**src/rtl/hazard_tracker_pkg.sv**
```systemverilog
// Shared pipeline header for the hazard tracker: forwarding-select codes,
// Tuse/Tnew helpers, instruction-type codes and the per-stage tracking types.
package hazard_tracker_pkg;

  typedef logic [4:0] regIdx_t;
  typedef logic [1:0] tval_t;

  // Source-select encodings shared by the D-stage and E-stage forwarding muxes.
  typedef enum logic [1:0] {
    FWD_REG = 2'b00,  // regfile (D) or the E-register value (E)
    FWD_E   = 2'b01,
    FWD_M   = 2'b10,
    FWD_W   = 2'b11
  } fwdSel_e;

  // Decoder Tuse value meaning "this source field is not read".
  localparam tval_t TUSE_NONE = 2'b11;

  // An operand sitting in E is consumed right now, so any producer that is
  // still not ready in M is a pending (late) hazard for it.
  localparam tval_t TUSE_E_STAGE = 2'b00;

  // Instruction classes produced by the decoder that feeds this block.
  typedef enum logic [2:0] {
    INSTR_NOP       = 3'd0,
    INSTR_ALU_R     = 3'd1,
    INSTR_ALU_I     = 3'd2,
    INSTR_LOAD      = 3'd3,
    INSTR_STORE     = 3'd4,
    INSTR_BRANCH    = 3'd5,
    INSTR_JUMP_LINK = 3'd6,
    INSTR_JUMP_REG  = 3'd7
  } instrType_e;

  typedef struct packed {
    regIdx_t rs;
    regIdx_t rt;
    regIdx_t dst;
    tval_t   eTnew;
    tval_t   mTnew;
  } eStage_t;

  typedef struct packed {
    regIdx_t dst;
    tval_t   tnew;
  } mStage_t;

  typedef struct packed {
    regIdx_t dst;
  } wStage_t;

  typedef struct packed {
    eStage_t e;
    mStage_t m;
    wStage_t w;
  } trackState_t;

  // Debug view: full tracking state plus E-stage operands whose producer in M
  // is still not ready.
  typedef struct packed {
    trackState_t state;
    logic        eRsPending;
    logic        eRtPending;
  } dbg_t;

  // A bubble carries no sources, no destination and no latency.
  localparam eStage_t E_BUBBLE = '0;

  // Register 0 is hardwired: it never creates a dependency.
  function automatic logic srcLive(input regIdx_t r);
    return r != '0;
  endfunction

endpackage

```
**src/rtl/hazard_tracker_if.sv**
```systemverilog
// Decoder-facing bundle of the hazard tracker: D-stage instruction fields in,
// stall / forwarding selects / tracked destinations out.
interface hazard_tracker_if;
  import hazard_tracker_pkg::*;

  logic [4:0] D_rs;
  logic [4:0] D_rt;
  logic [1:0] D_TuseRs;
  logic [1:0] D_TuseRt;
  logic [4:0] D_dst;
  logic [1:0] D_ETnew;
  logic [1:0] D_MTnew;

  logic       stall;
  logic [1:0] D_fwdRs;
  logic [1:0] D_fwdRt;
  logic [1:0] E_fwdRs;
  logic [1:0] E_fwdRt;
  logic [4:0] E_dst;
  logic [4:0] M_dst;
  logic [4:0] W_dst;
  dbg_t       dbg;

  // Pipeline contract: the D fields are sampled on every rising edge. While
  // stall is high the upstream stages hold the D instruction and this block
  // places a bubble into E; all outputs are combinational in the same cycle.
  modport master (
    output D_rs, D_rt, D_TuseRs, D_TuseRt, D_dst, D_ETnew, D_MTnew,
    input  stall, D_fwdRs, D_fwdRt, E_fwdRs, E_fwdRt, E_dst, M_dst, W_dst, dbg
  );

  modport slave (
    input  D_rs, D_rt, D_TuseRs, D_TuseRt, D_dst, D_ETnew, D_MTnew,
    output stall, D_fwdRs, D_fwdRt, E_fwdRs, E_fwdRt, E_dst, M_dst, W_dst, dbg
  );

endinterface

```
**src/rtl/hazard_match.sv**
```systemverilog
// Evaluates one source operand against up to three younger-to-older producer
// stages: raises a stall when a matching producer is later than the operand's
// use time, and picks the nearest ready matching producer for forwarding.
module hazard_match
  import hazard_tracker_pkg::*;
(
  input  regIdx_t    src,
  input  tval_t      tuse,
  input  logic       nearEn,
  input  regIdx_t    nearDst,
  input  tval_t      nearTnew,
  input  regIdx_t    midDst,
  input  tval_t      midTnew,
  input  regIdx_t    farDst,
  output logic       stall,
  output logic [1:0] fwdSel
);

  logic live;
  logic reads;
  logic nearHit;
  logic midHit;
  logic farHit;

  // Match, stall and priority-select for a single source operand.
  always_comb begin
    live    = srcLive(src);
    reads   = (tuse != TUSE_NONE);
    nearHit = live & nearEn & (nearDst == src);
    midHit  = live & (midDst == src);
    farHit  = live & (farDst == src);

    stall = reads & ((nearHit & (nearTnew > tuse)) | (midHit & (midTnew > tuse)));

    // A matching producer that is not ready yet is skipped so an older ready
    // copy can still be forwarded; the stall logic covers the real hazard.
    fwdSel = FWD_REG;
    if (nearHit && (nearTnew == '0)) begin
      fwdSel = FWD_E;
    end else if (midHit && (midTnew == '0)) begin
      fwdSel = FWD_M;
    end else if (farHit) begin
      fwdSel = FWD_W;
    end
  end

endmodule

```
**src/rtl/hazard_tracker.sv**
```systemverilog
// Tracks destination/latency information for the E, M and W stages of a
// five-stage pipeline and produces the D-stage stall plus the D- and E-stage
// forwarding selects from it.
module hazard_tracker
  import hazard_tracker_pkg::*;
(
  input  logic             clk,
  input  logic             reset,
  hazard_tracker_if.slave  hz
);

  trackState_t cur;
  eStage_t     dIn;
  logic        stallRs;
  logic        stallRt;
  logic        stallNow;
  logic        eRsPending;
  logic        eRtPending;
  logic [1:0]  dFwdRs;
  logic [1:0]  dFwdRt;
  logic [1:0]  eFwdRs;
  logic [1:0]  eFwdRt;

  // Collect the D-stage fields into the record that enters E.
  always_comb begin
    dIn       = E_BUBBLE;
    dIn.rs    = hz.D_rs;
    dIn.rt    = hz.D_rt;
    dIn.dst   = hz.D_dst;
    dIn.eTnew = hz.D_ETnew;
    dIn.mTnew = hz.D_MTnew;
  end

  hazard_match u_dRs (
    .src      (hz.D_rs),
    .tuse     (hz.D_TuseRs),
    .nearEn   (1'b1),
    .nearDst  (cur.e.dst),
    .nearTnew (cur.e.eTnew),
    .midDst   (cur.m.dst),
    .midTnew  (cur.m.tnew),
    .farDst   (cur.w.dst),
    .stall    (stallRs),
    .fwdSel   (dFwdRs)
  );

  hazard_match u_dRt (
    .src      (hz.D_rt),
    .tuse     (hz.D_TuseRt),
    .nearEn   (1'b1),
    .nearDst  (cur.e.dst),
    .nearTnew (cur.e.eTnew),
    .midDst   (cur.m.dst),
    .midTnew  (cur.m.tnew),
    .farDst   (cur.w.dst),
    .stall    (stallRt),
    .fwdSel   (dFwdRt)
  );

  // E-stage operands only see M and W; the near slot is disabled.
  hazard_match u_eRs (
    .src      (cur.e.rs),
    .tuse     (TUSE_E_STAGE),
    .nearEn   (1'b0),
    .nearDst  ('0),
    .nearTnew ('0),
    .midDst   (cur.m.dst),
    .midTnew  (cur.m.tnew),
    .farDst   (cur.w.dst),
    .stall    (eRsPending),
    .fwdSel   (eFwdRs)
  );

  hazard_match u_eRt (
    .src      (cur.e.rt),
    .tuse     (TUSE_E_STAGE),
    .nearEn   (1'b0),
    .nearDst  ('0),
    .nearTnew ('0),
    .midDst   (cur.m.dst),
    .midTnew  (cur.m.tnew),
    .farDst   (cur.w.dst),
    .stall    (eRtPending),
    .fwdSel   (eFwdRt)
  );

  assign stallNow = stallRs | stallRt;

  // Advance the tracking pipeline; a stall injects a bubble into E while M
  // and W keep draining.
  always_ff @(posedge clk) begin
    if (reset) begin
      cur <= '0;
    end else begin
      cur.e      <= stallNow ? E_BUBBLE : dIn;
      cur.m.dst  <= cur.e.dst;
      cur.m.tnew <= cur.e.mTnew;
      cur.w.dst  <= cur.m.dst;
    end
  end

  // Drive the bundle outputs straight from the current state and matches.
  always_comb begin
    hz.stall          = stallNow;
    hz.D_fwdRs        = dFwdRs;
    hz.D_fwdRt        = dFwdRt;
    hz.E_fwdRs        = eFwdRs;
    hz.E_fwdRt        = eFwdRt;
    hz.E_dst          = cur.e.dst;
    hz.M_dst          = cur.m.dst;
    hz.W_dst          = cur.w.dst;
    hz.dbg.state      = cur;
    hz.dbg.eRsPending = eRsPending;
    hz.dbg.eRtPending = eRtPending;
  end

endmodule

```
**src/flat_wrapper.sv**
```systemverilog
// flat-port wrapper written by rule: the top's interface ports become plain ports
module hazard_tracker_flat import hazard_tracker_pkg::*;
  (clk, reset, hz_D_rs, hz_D_rt, hz_D_TuseRs, hz_D_TuseRt, hz_D_dst, hz_D_ETnew, hz_D_MTnew, hz_stall, hz_D_fwdRs, hz_D_fwdRt, hz_E_fwdRs, hz_E_fwdRt, hz_E_dst, hz_M_dst, hz_W_dst, hz_dbg);
  hazard_tracker_if hz_i ();
  input  logic clk;
  input  logic reset;
  input wire logic [$bits(hz_i.D_rs)-1:0] hz_D_rs;
  input wire logic [$bits(hz_i.D_rt)-1:0] hz_D_rt;
  input wire logic [$bits(hz_i.D_TuseRs)-1:0] hz_D_TuseRs;
  input wire logic [$bits(hz_i.D_TuseRt)-1:0] hz_D_TuseRt;
  input wire logic [$bits(hz_i.D_dst)-1:0] hz_D_dst;
  input wire logic [$bits(hz_i.D_ETnew)-1:0] hz_D_ETnew;
  input wire logic [$bits(hz_i.D_MTnew)-1:0] hz_D_MTnew;
  output wire logic [$bits(hz_i.stall)-1:0] hz_stall;
  output wire logic [$bits(hz_i.D_fwdRs)-1:0] hz_D_fwdRs;
  output wire logic [$bits(hz_i.D_fwdRt)-1:0] hz_D_fwdRt;
  output wire logic [$bits(hz_i.E_fwdRs)-1:0] hz_E_fwdRs;
  output wire logic [$bits(hz_i.E_fwdRt)-1:0] hz_E_fwdRt;
  output wire logic [$bits(hz_i.E_dst)-1:0] hz_E_dst;
  output wire logic [$bits(hz_i.M_dst)-1:0] hz_M_dst;
  output wire logic [$bits(hz_i.W_dst)-1:0] hz_W_dst;
  output wire logic [$bits(hz_i.dbg)-1:0] hz_dbg;
  assign hz_i.D_rs = hz_D_rs;
  assign hz_i.D_rt = hz_D_rt;
  assign hz_i.D_TuseRs = hz_D_TuseRs;
  assign hz_i.D_TuseRt = hz_D_TuseRt;
  assign hz_i.D_dst = hz_D_dst;
  assign hz_i.D_ETnew = hz_D_ETnew;
  assign hz_i.D_MTnew = hz_D_MTnew;
  assign hz_stall = hz_i.stall;
  assign hz_D_fwdRs = hz_i.D_fwdRs;
  assign hz_D_fwdRt = hz_i.D_fwdRt;
  assign hz_E_fwdRs = hz_i.E_fwdRs;
  assign hz_E_fwdRt = hz_i.E_fwdRt;
  assign hz_E_dst = hz_i.E_dst;
  assign hz_M_dst = hz_i.M_dst;
  assign hz_W_dst = hz_i.W_dst;
  assign hz_dbg = hz_i.dbg;
  hazard_tracker u_core (.clk(clk), .reset(reset), .hz(hz_i));
endmodule
```
**config.mk**
```make
export PLATFORM = sky130hd
export DESIGN_NAME = hazard_tracker_flat
export DESIGN_NICKNAME = d
export VERILOG_FILES = /design/src/rtl/hazard_tracker_pkg.sv /design/src/rtl/hazard_tracker_if.sv /design/src/rtl/hazard_match.sv /design/src/rtl/hazard_tracker.sv /design/src/flat_wrapper.sv
export SDC_FILE = /design/constraint.sdc
export NUM_CORES = 1
export LEC_CHECK = 0
export CAP_MARGIN = 0
export CORE_AREA = 2 2 74 83
export DETAILED_ROUTE_END_ITERATION = 12
export DIE_AREA = 0 0 76 85
export PLACE_DENSITY = 0.75
export SLEW_MARGIN = 30
export SYNTH_ARGS = -nofsm -noshare
export SYNTH_HDL_FRONTEND = slang
export SYNTH_SLANG_ARGS = --single-unit
```
**constraint.sdc**
```tcl
create_clock -name clk -period 2.55 [get_ports clk]
set_clock_uncertainty 0.15 [all_clocks]
set_input_delay 0.3825 -clock clk [delete_from_list [all_inputs] [get_ports clk]]
set_output_delay 0.3825 -clock clk [all_outputs]
set_load 0.005 [all_outputs]
```
# Word-level counts from Yosys, hierarchy flattened
# Cells that the tools add are included.
# word_totals
ff_bits	31
elab_cells	69
# op_classes
magnitude_cmp	5
eq_ne	12
n_mux	10
bitwise_logic	21
n_reduce_logical	13
# ops
operator	count
$eq 5x5->1	10
$mux 2	10
$reduce_bool 5->1	4
$and 1x1->1	18
$gt 2x2->1	4
$logic_and 1x1->1	6
$logic_not 2->1	2
$ne 2x2->1 const B	2
$or 1x1->1	3
$gt 2x1->1 const B	1
$reduce_or 2->1	1

# Depth between registers and ports, before layout
# Gate-level depths: netlist (run 1).
# logic_depth
depth_word	7
depth_mapped	8
mapped_depth_nobuf	6

# Cells and area by module
# From an unflattened synthesis (run 1), not the netlist that was laid out.
# hier_totals
hier_cells	269
hier_area_um2	2606.2
# modules_own_cells
mod	n_inst	cells_per_inst	area_each_um2	seq_area_each_um2
hazard_match	4	45	356.6	0.0
hazard_tracker	1	89	1179.9	620.6

# Least setup slack after synthesis (run 1)
# OpenSTA, ideal clock, no wires.
# synth_path
path_type	input-to-output
startpoint	input hz_D_rs[3]
endpoint	output hz_stall
arrival_ns	1.669
required_time_ns	2.017
slack_ns	0.349
cell_stages	4
n_path_buf	0
path_cell_list	or4_4 o211ai_2 nor3_1 or4_1
# synth_via
elab_chain_len	6
# synth_rtl
item	line	source
start, declared	flat_wrapper.sv:7	input wire logic [$bits(hz_i.D_rs)-1:0] hz_D_rs;
$eq 5x5->1, or another cell as far along	hazard_match.sv:29	nearHit = live & nearEn & (nearDst == src);
$and 1x1->1 (on tied branches)	hazard_match.sv:29, hazard_match.sv:30	
$and 1x1->1	hazard_match.sv:33	stall = reads & ((nearHit & (nearTnew > tuse)) | (midHit & (midTnew > tuse)));
$or 1x1->1 (*)	hazard_match.sv:33	
$and 1x1->1 (*)	hazard_match.sv:33	
$or 1x1->1 (*)	hazard_tracker.sv:87	assign stallNow = stallRs | stallRt;
end, declared	flat_wrapper.sv:14	output wire logic [$bits(hz_i.stall)-1:0] hz_stall;
# Every way passes the cells marked *; elsewhere a longest branch is shown, timed or not.

# Final worst setup path (run 1)
# layout_path
startpoint	input hz_D_TuseRt[1]
endpoint	output hz_stall
# layout_via
elab_chain_len	5
# layout_rtl
item	line	source
start, declared	flat_wrapper.sv:10	input wire logic [$bits(hz_i.D_TuseRt)-1:0] hz_D_TuseRt;
$gt 2x2->1	hazard_match.sv:33	
$and 1x1->1	hazard_match.sv:33	
$or 1x1->1	hazard_match.sv:33	
$and 1x1->1 (*)	hazard_match.sv:33	
$or 1x1->1 (*)	hazard_tracker.sv:87	
# Marks and branches as above.

==> results of run 1 <==
-- logic make-up after synthesis --
| family | Yosys count |
|---|---|
| flip-flops | 31 |
| AND/OR/NAND/NOR | 96 |
| AO/OA/AOI/OAI | 38 |
| buffers and inverters | 45 |
| XOR/XNOR | 50 |
| adder cells (fa/ha/maj) | 8 |
-- per-stage QoR --
stage	instances	setup TNS [ns]
final	450	-0.1089
after global routing	450	-0.2127
after CTS	446	-0.03346
after detailed placement	432	-2.403
after global placement	432	-2.321
after floorplan	268	0
-- per-layer routing --
metal / GRT usage [%] / wire [um]
met1: 27.80 / 3079
met2: 42.37 / 3996
met3: 4.255 / 499
met4: 7.438 / 174
met5: 0 / 0
-- flip-flops by register name (all words and copies together), names as in the netlist --
| register | cells |
|---|---|
| u_core.hz.E_dst | 5 |
| u_core.hz.W_dst | 5 |
| u_core.hz.M_dst | 5 |
| u_core.hz.dbg | 16 |
-- placed cells by master, fill, tap and decap left out, types with 5 or more instances in the layout --
cell type / n
o41ai_1: 19
clkdlybuf4s50_1: 58
nor4_1: 9
buf_4: 54
o21ai_1: 6
nor2_1: 5
dfxtp_1: 22
nor2b_1: 35
dlygate4sd2_1: 9
xor2_1: 15
clkbuf_8: 7
xnor2_1: 31
nor3_1: 6
clkbuf_2: 5
nor4_2: 12
dfxtp_2: 6
nand2_1: 5
-- critical path: stages --
cell and delay [ns]:
clkdlybuf4s15_1 0.21, inv_2 0.11, ha_4 0.21, nor2b_1 0.13, o21ai_1 0.28, nor4_2 0.11, or4_1 0.55, buf_2 0.15
-- power groups by stage --
| stage | clock, W | combinational (W) | sequential (W) |
|---|---|---|---|
| 2_1_floorplan | 0 | 0.000216 | 0.000552 |
| 3_3_place_gp | 0 | 0.000431 | 0.000558 |
| 3_5_place_dp | 0 | 0.000444 | 0.000558 |
| 4_1_cts | 0.000432 | 0.000454 | 0.000548 |
| 5_1_grt | 0.000457 | 0.000517 | 0.000551 |
| 6_report | 0.000429 | 0.000481 | 0.000547 |
-- cell type report --
class,count,area [um^2],area share (%)
multi-input combinational,192,1652,44.53
sequential,31,639.4,17.24
clock buffer,8,100.1,2.699
timing repair buffer,138,1206,32.52
tap,77,96.34,2.598
inverter,4,15.01,0.4049
-- worst paths after layout --
path	slack, ns	start	to
setup reg to reg	0.51	u_core.hz.dbg[7]	u_core.hz.dbg[31]
hold / removal	0.32	u_core.hz.dbg[14]	u_core.hz.dbg[7]
setup / recovery	-0.11	hz_D_TuseRt[1]	hz_stall
hold reg to reg	0.32	u_core.hz.dbg[14]	u_core.hz.dbg[7]
-- repair_timing --
| action | CTS | global route |
|---|---|---|
| pin swaps | 21 | 16 |
| setup buffers | 6 | 4 |
| endpoints found under the setup margin | 11 | 6 |
| resized for setup | 64 | 25 |
==> impl_metrics.yaml, run 1 <==
status:
  status: "complete, but fails checks"
  failed_checks: "negative setup slack"
drt:
  num_vias: 2433
  drt_pass1_iterations: 6
  wl_per_cell_um: 17.22
  ant_nets: 0
  drt_iter0_markers: 140
  drc: 0
  vias_per_cell: 5.407
  wl_um: 7749
critical_path:
  crit_required_ns: 2.02
  crit_arrival_ns: 2.13
  startpoint_type: "input pin"
  reg2regPathDepth: 7
  path_class: "input pin to primary output"
  cp_max_fo: 2
  end_kind: "primary output"
worst_hold_path:
  hold_class: "flop to flop"
  hold_depth: 1
timing:
  max_freq_ghz: 0.3761
  final-setup-viol-count: 1
  finalCritPeriodShare_pct: 104.3
  holdWs_ns: 0.3178
  finalHoldViolCount: 0
  worstMarginPinSlew_ns: 0.7687
  relSlewSlack_pct: 48.59
  finalCriticalPeriod_ns: 2.659
  setup_slack_ns: -0.1089
  slew_violations: 0
logic_synthesis:
  synth_cells: 268
  synth_seq_cells: 31
  synth_top_cell_area_share_pct: 26.17
  ys_warn_count: 0
  async_reset_ff_share_pct: 0
  synth_compound_gate_area_share_pct: 13.09
  synth.area.mux_share_pct: 0
  netlist_area_um2: 2371
  synthSimpleGateAreaFrac_pct: 26.91
  synthFlopType: "dfxtp_1"
  ys_types: 33
  synth_xor_xnor_area_share_pct: 18.47
  synth_fa_ha_area_share_pct: 4.222
  syn_nets: 301
  avgSynthCellArea_um2: 8.847
  synth_common_cells: "nor2b_1, xnor2_1, dfxtp_1"
  ys_top_cells_by_area: "dfxtp_1, xnor2_1, nor2b_1, o41ai_1, buf_4"
  yosys.area.top_type: "dfxtp_1"
  synth_top_family_by_area: "simple AND/OR/NAND/NOR gates"
  synth_edf_count: 0
  ys_seq_area_share_pct: 26.17
placed_design:
  io_buffers: 81
  hpwl_um: 5647
  post_dp_cell_area_um2: 3398
  gp_congestion: 0.9640
  dp_slack_ns: -0.6400
clock_network:
  htree_levels: 2
  root_buffer: "clkbuf_8"
  cts.clk_slew.worst_paths_ns: 0.06
  clkLatencyLatePin_ns: 0.29
  cts_hold_buf: 0
  clk_path_buf_depth: 2
  cts_buffers: 5
  clock_sinks: 31
  cts_tree: "built"
power:
  switching_share_pct: 29.58
  vdd_drop_max_mv: 0.2673
  p_leak_nw: 1.482
  p_sw_w: 0.0004311
  p_seq_share_pct: 37.5
  power.density_nw_per_um2: 393.0
  p_int_w: 0.001026
  p_comb_share_pct: 33.0
  power_w: 0.001458
  clkPwrFrac_pct: 29.4
global_route:
  antenna_found_initial: 0
  grtUsageTotal_pct: 23.26
  grt_pass1_wl_um: 11890
  grt_max_degree: 23
  grt_pass1_vias: 2403
  overflow: 0
cells_and_area:
  nNetsFinal: 405
  fin_area_um2: 3709
  drive_gt1_share_pct: 33.24
  final_core_util_pct: 65.94
  insertedDiodeCount: 0
  area_growth_pct: 56.41
  nFillCells: 467
floorplanning:
  die_width_um: 76
  initial_utilization_pct: 42.16
  die_h_um: 85
  core_area_um2: 5624
  ios: 82
  fp-row-count: 29
  dieArea_um2: 6460
job:
  maxCapViolations: 0
No activity file was read; power rests on OpenSTA's default activity.
==> inputs of run 2 (changes only) <==
CORE_AREA = 2 2 72 81   (was 2 2 74 83)
DIE_AREA = 0 0 74 83   (was 0 0 76 85)
PLACE_DENSITY = 0.79   (was 0.75)
==> impl_metrics.yaml, run 2 (synthesis results as in run 1) <==
floorplanning:
  ios: 82
  die_h_um: 83
  fp-row-count: 28
  die_width_um: 74
  initial_utilization_pct: 44.82
  core_area_um2: 5290
  dieArea_um2: 6142
drt:
  ant_nets: 0
  num_vias: 2444
  vias_per_cell: 5.542
  drc: 0
  wl_um: 7517
  wl_per_cell_um: 17.05
  drt_iter0_markers: 171
  drt_pass1_iterations: 4
critical_path:
  startpoint_type: "input pin"
  end_kind: "primary output"
  crit_required_ns: 2.02
  path_class: "input pin to primary output"
  cp_max_fo: 3
  crit_arrival_ns: 2.02
cells_and_area:
  multiInputGateArea_um2: 1607
  area_growth_pct: 53.09
  regArea_um2: 645.6
  insertedDiodeCount: 0
  layout_common_cells: "clkdlybuf4s50_1, buf_4, nor2b_1"
  largest_reg_flops: 16
  mostFrequentLayoutCell: "clkdlybuf4s50_1"
  nNetsFinal: 398
  nFillCells: 424
  drive_gt1_share_pct: 30.87
  fin_area_um2: 3630
placed_design:
  gp_congestion: 0.8989
  post_dp_cell_area_um2: 3373
  io_buffers: 81
  hpwl_um: 5367
timing:
  max_freq_ghz: 0.3924
  worstMarginPinSlew_ns: 0.4327
  relSlewSlack_pct: 70.78
  final-setup-viol-count: 0
  slew_violations: 0
  rsz0062_at_grt: "yes"
  finalCriticalPeriod_ns: 2.548
  finalHoldViolCount: 0
  finalCritPeriodShare_pct: 99.93
global_route:
  overflow: 0
  antenna_found_initial: 0
  grt_max_degree: 32
  grt_pass1_wl_um: 11850
  grtUsageTotal_pct: 25.04
  grt_pass1_vias: 2354
clock_network:
  cts_buffers: 5
  cts_hold_buf: 0
  cts_tree: "built"
  cts.clk_slew.worst_paths_ns: 0.07
  clkLatencyLatePin_ns: 0.29
  clock_sinks: 31
  htree_levels: 2
  root_buffer: "clkbuf_8"
  clk_path_buf_depth: 2
power:
  p_leak_nw: 1.477
  power.density_nw_per_um2: 400.7
  power_w: 0.001454
  vdd_drop_max_mv: 0.2274
worst_hold_path:
  hold_class: "flop to flop"
status:
  status: "finished, final reports clean"
job:
  maxCapViolations: 0
==> run 2: changes by cell type in the layout (fill, tap and decap cells not counted), moves of 2 or more <==
cell	delta
dlymetal6s2s_1	+2
buf_4	-8
ha_4	-2
buf_2	+3
buf_6	+2
dfxtp_4	+2
clkbuf_2	-3
ha_1	+2
==> run 2: per-stage QoR <==
| step | util (%) | setup WS (ns) | cells | hold WS [ns] | setup TNS [ns] |
|---|---|---|---|---|---|
| 2_1_floorplan | - | 0.3489 | 268 | 0.3121 | 0 |
| 4_1_cts | 67.81 | 0.001071 | 441 | 0.3211 | 0 |
| 3_5_place_dp | 63.77 | -0.6376 | 427 | 0.3123 | -2.460 |
| 5_1_grt | 68.61 | -0.07584 | 441 | 0.3433 | -0.09863 |
| 6_report | 68.61 | 0.001840 | 441 | 0.3296 | 0 |
| 3_3_place_gp | 63.77 | -0.6328 | 427 | 0.3015 | -2.355 |
==> run 2: layout make-up <==
class	count	share of cell area (%)
well taps	75	2.585
multi-input cells	192	44.26
inverters	4	0.4137
clock buffers	7	2.654
repair buffers	131	32.09
flip-flops and latches	31	17.79
clock inverters	1	0.2068
==> run 2: repair_timing <==
action / CTS / global route
resized for setup: 73 / 21
endpoints found under the setup margin: 11 / 10
setup buffers: 6 / 0
pin swaps: 19 / 15
==> run 2: worst paths after layout <==
path,depth (start not counted),end,slack (ns),from
min,1,u_core.hz.dbg[8],0.33,u_core.hz.dbg[15]
max,6,hz_stall,0.002,hz_D_rs[0]
min reg2reg,1,u_core.hz.dbg[8],0.33,u_core.hz.dbg[15]
max reg2reg,8,u_core.hz.dbg[30],0.48,u_core.hz.dbg[7]
==> run 2: per-layer routing <==
| metal | vias to the layer above | share of wire [%] | GRT usage [%] | wire length [um] |
|---|---|---|---|---|
| li1 | 1140 | - | - | - |
| met1 | 1170 | 40 | 30.82 | 3026 |
| met2 | 117 | 50 | 41.15 | 3779 |
| met3 | 17 | 6.9 | 5.097 | 520 |
| met4 | 0 | 2.5 | 11.07 | 190 |
| met5 | - | 0 | 0 | 0 |
==> run 2: report_power, final <==
part           total [W]  switching (W)  internal [W]
Combinational   0.000465       0.000200      0.000265
Clock           0.000440       0.000194      0.000245
Sequential      0.000550      0.0000410      0.000509
Total            0.00145       0.000435       0.00102
==> run 2: critical path, cell delays in order <==
cell	delay (ns)
buf_2	0.11
or4_4	0.55
o211ai_2	0.23
nor3_2	0.08
or4_1	0.52
buf_2	0.14
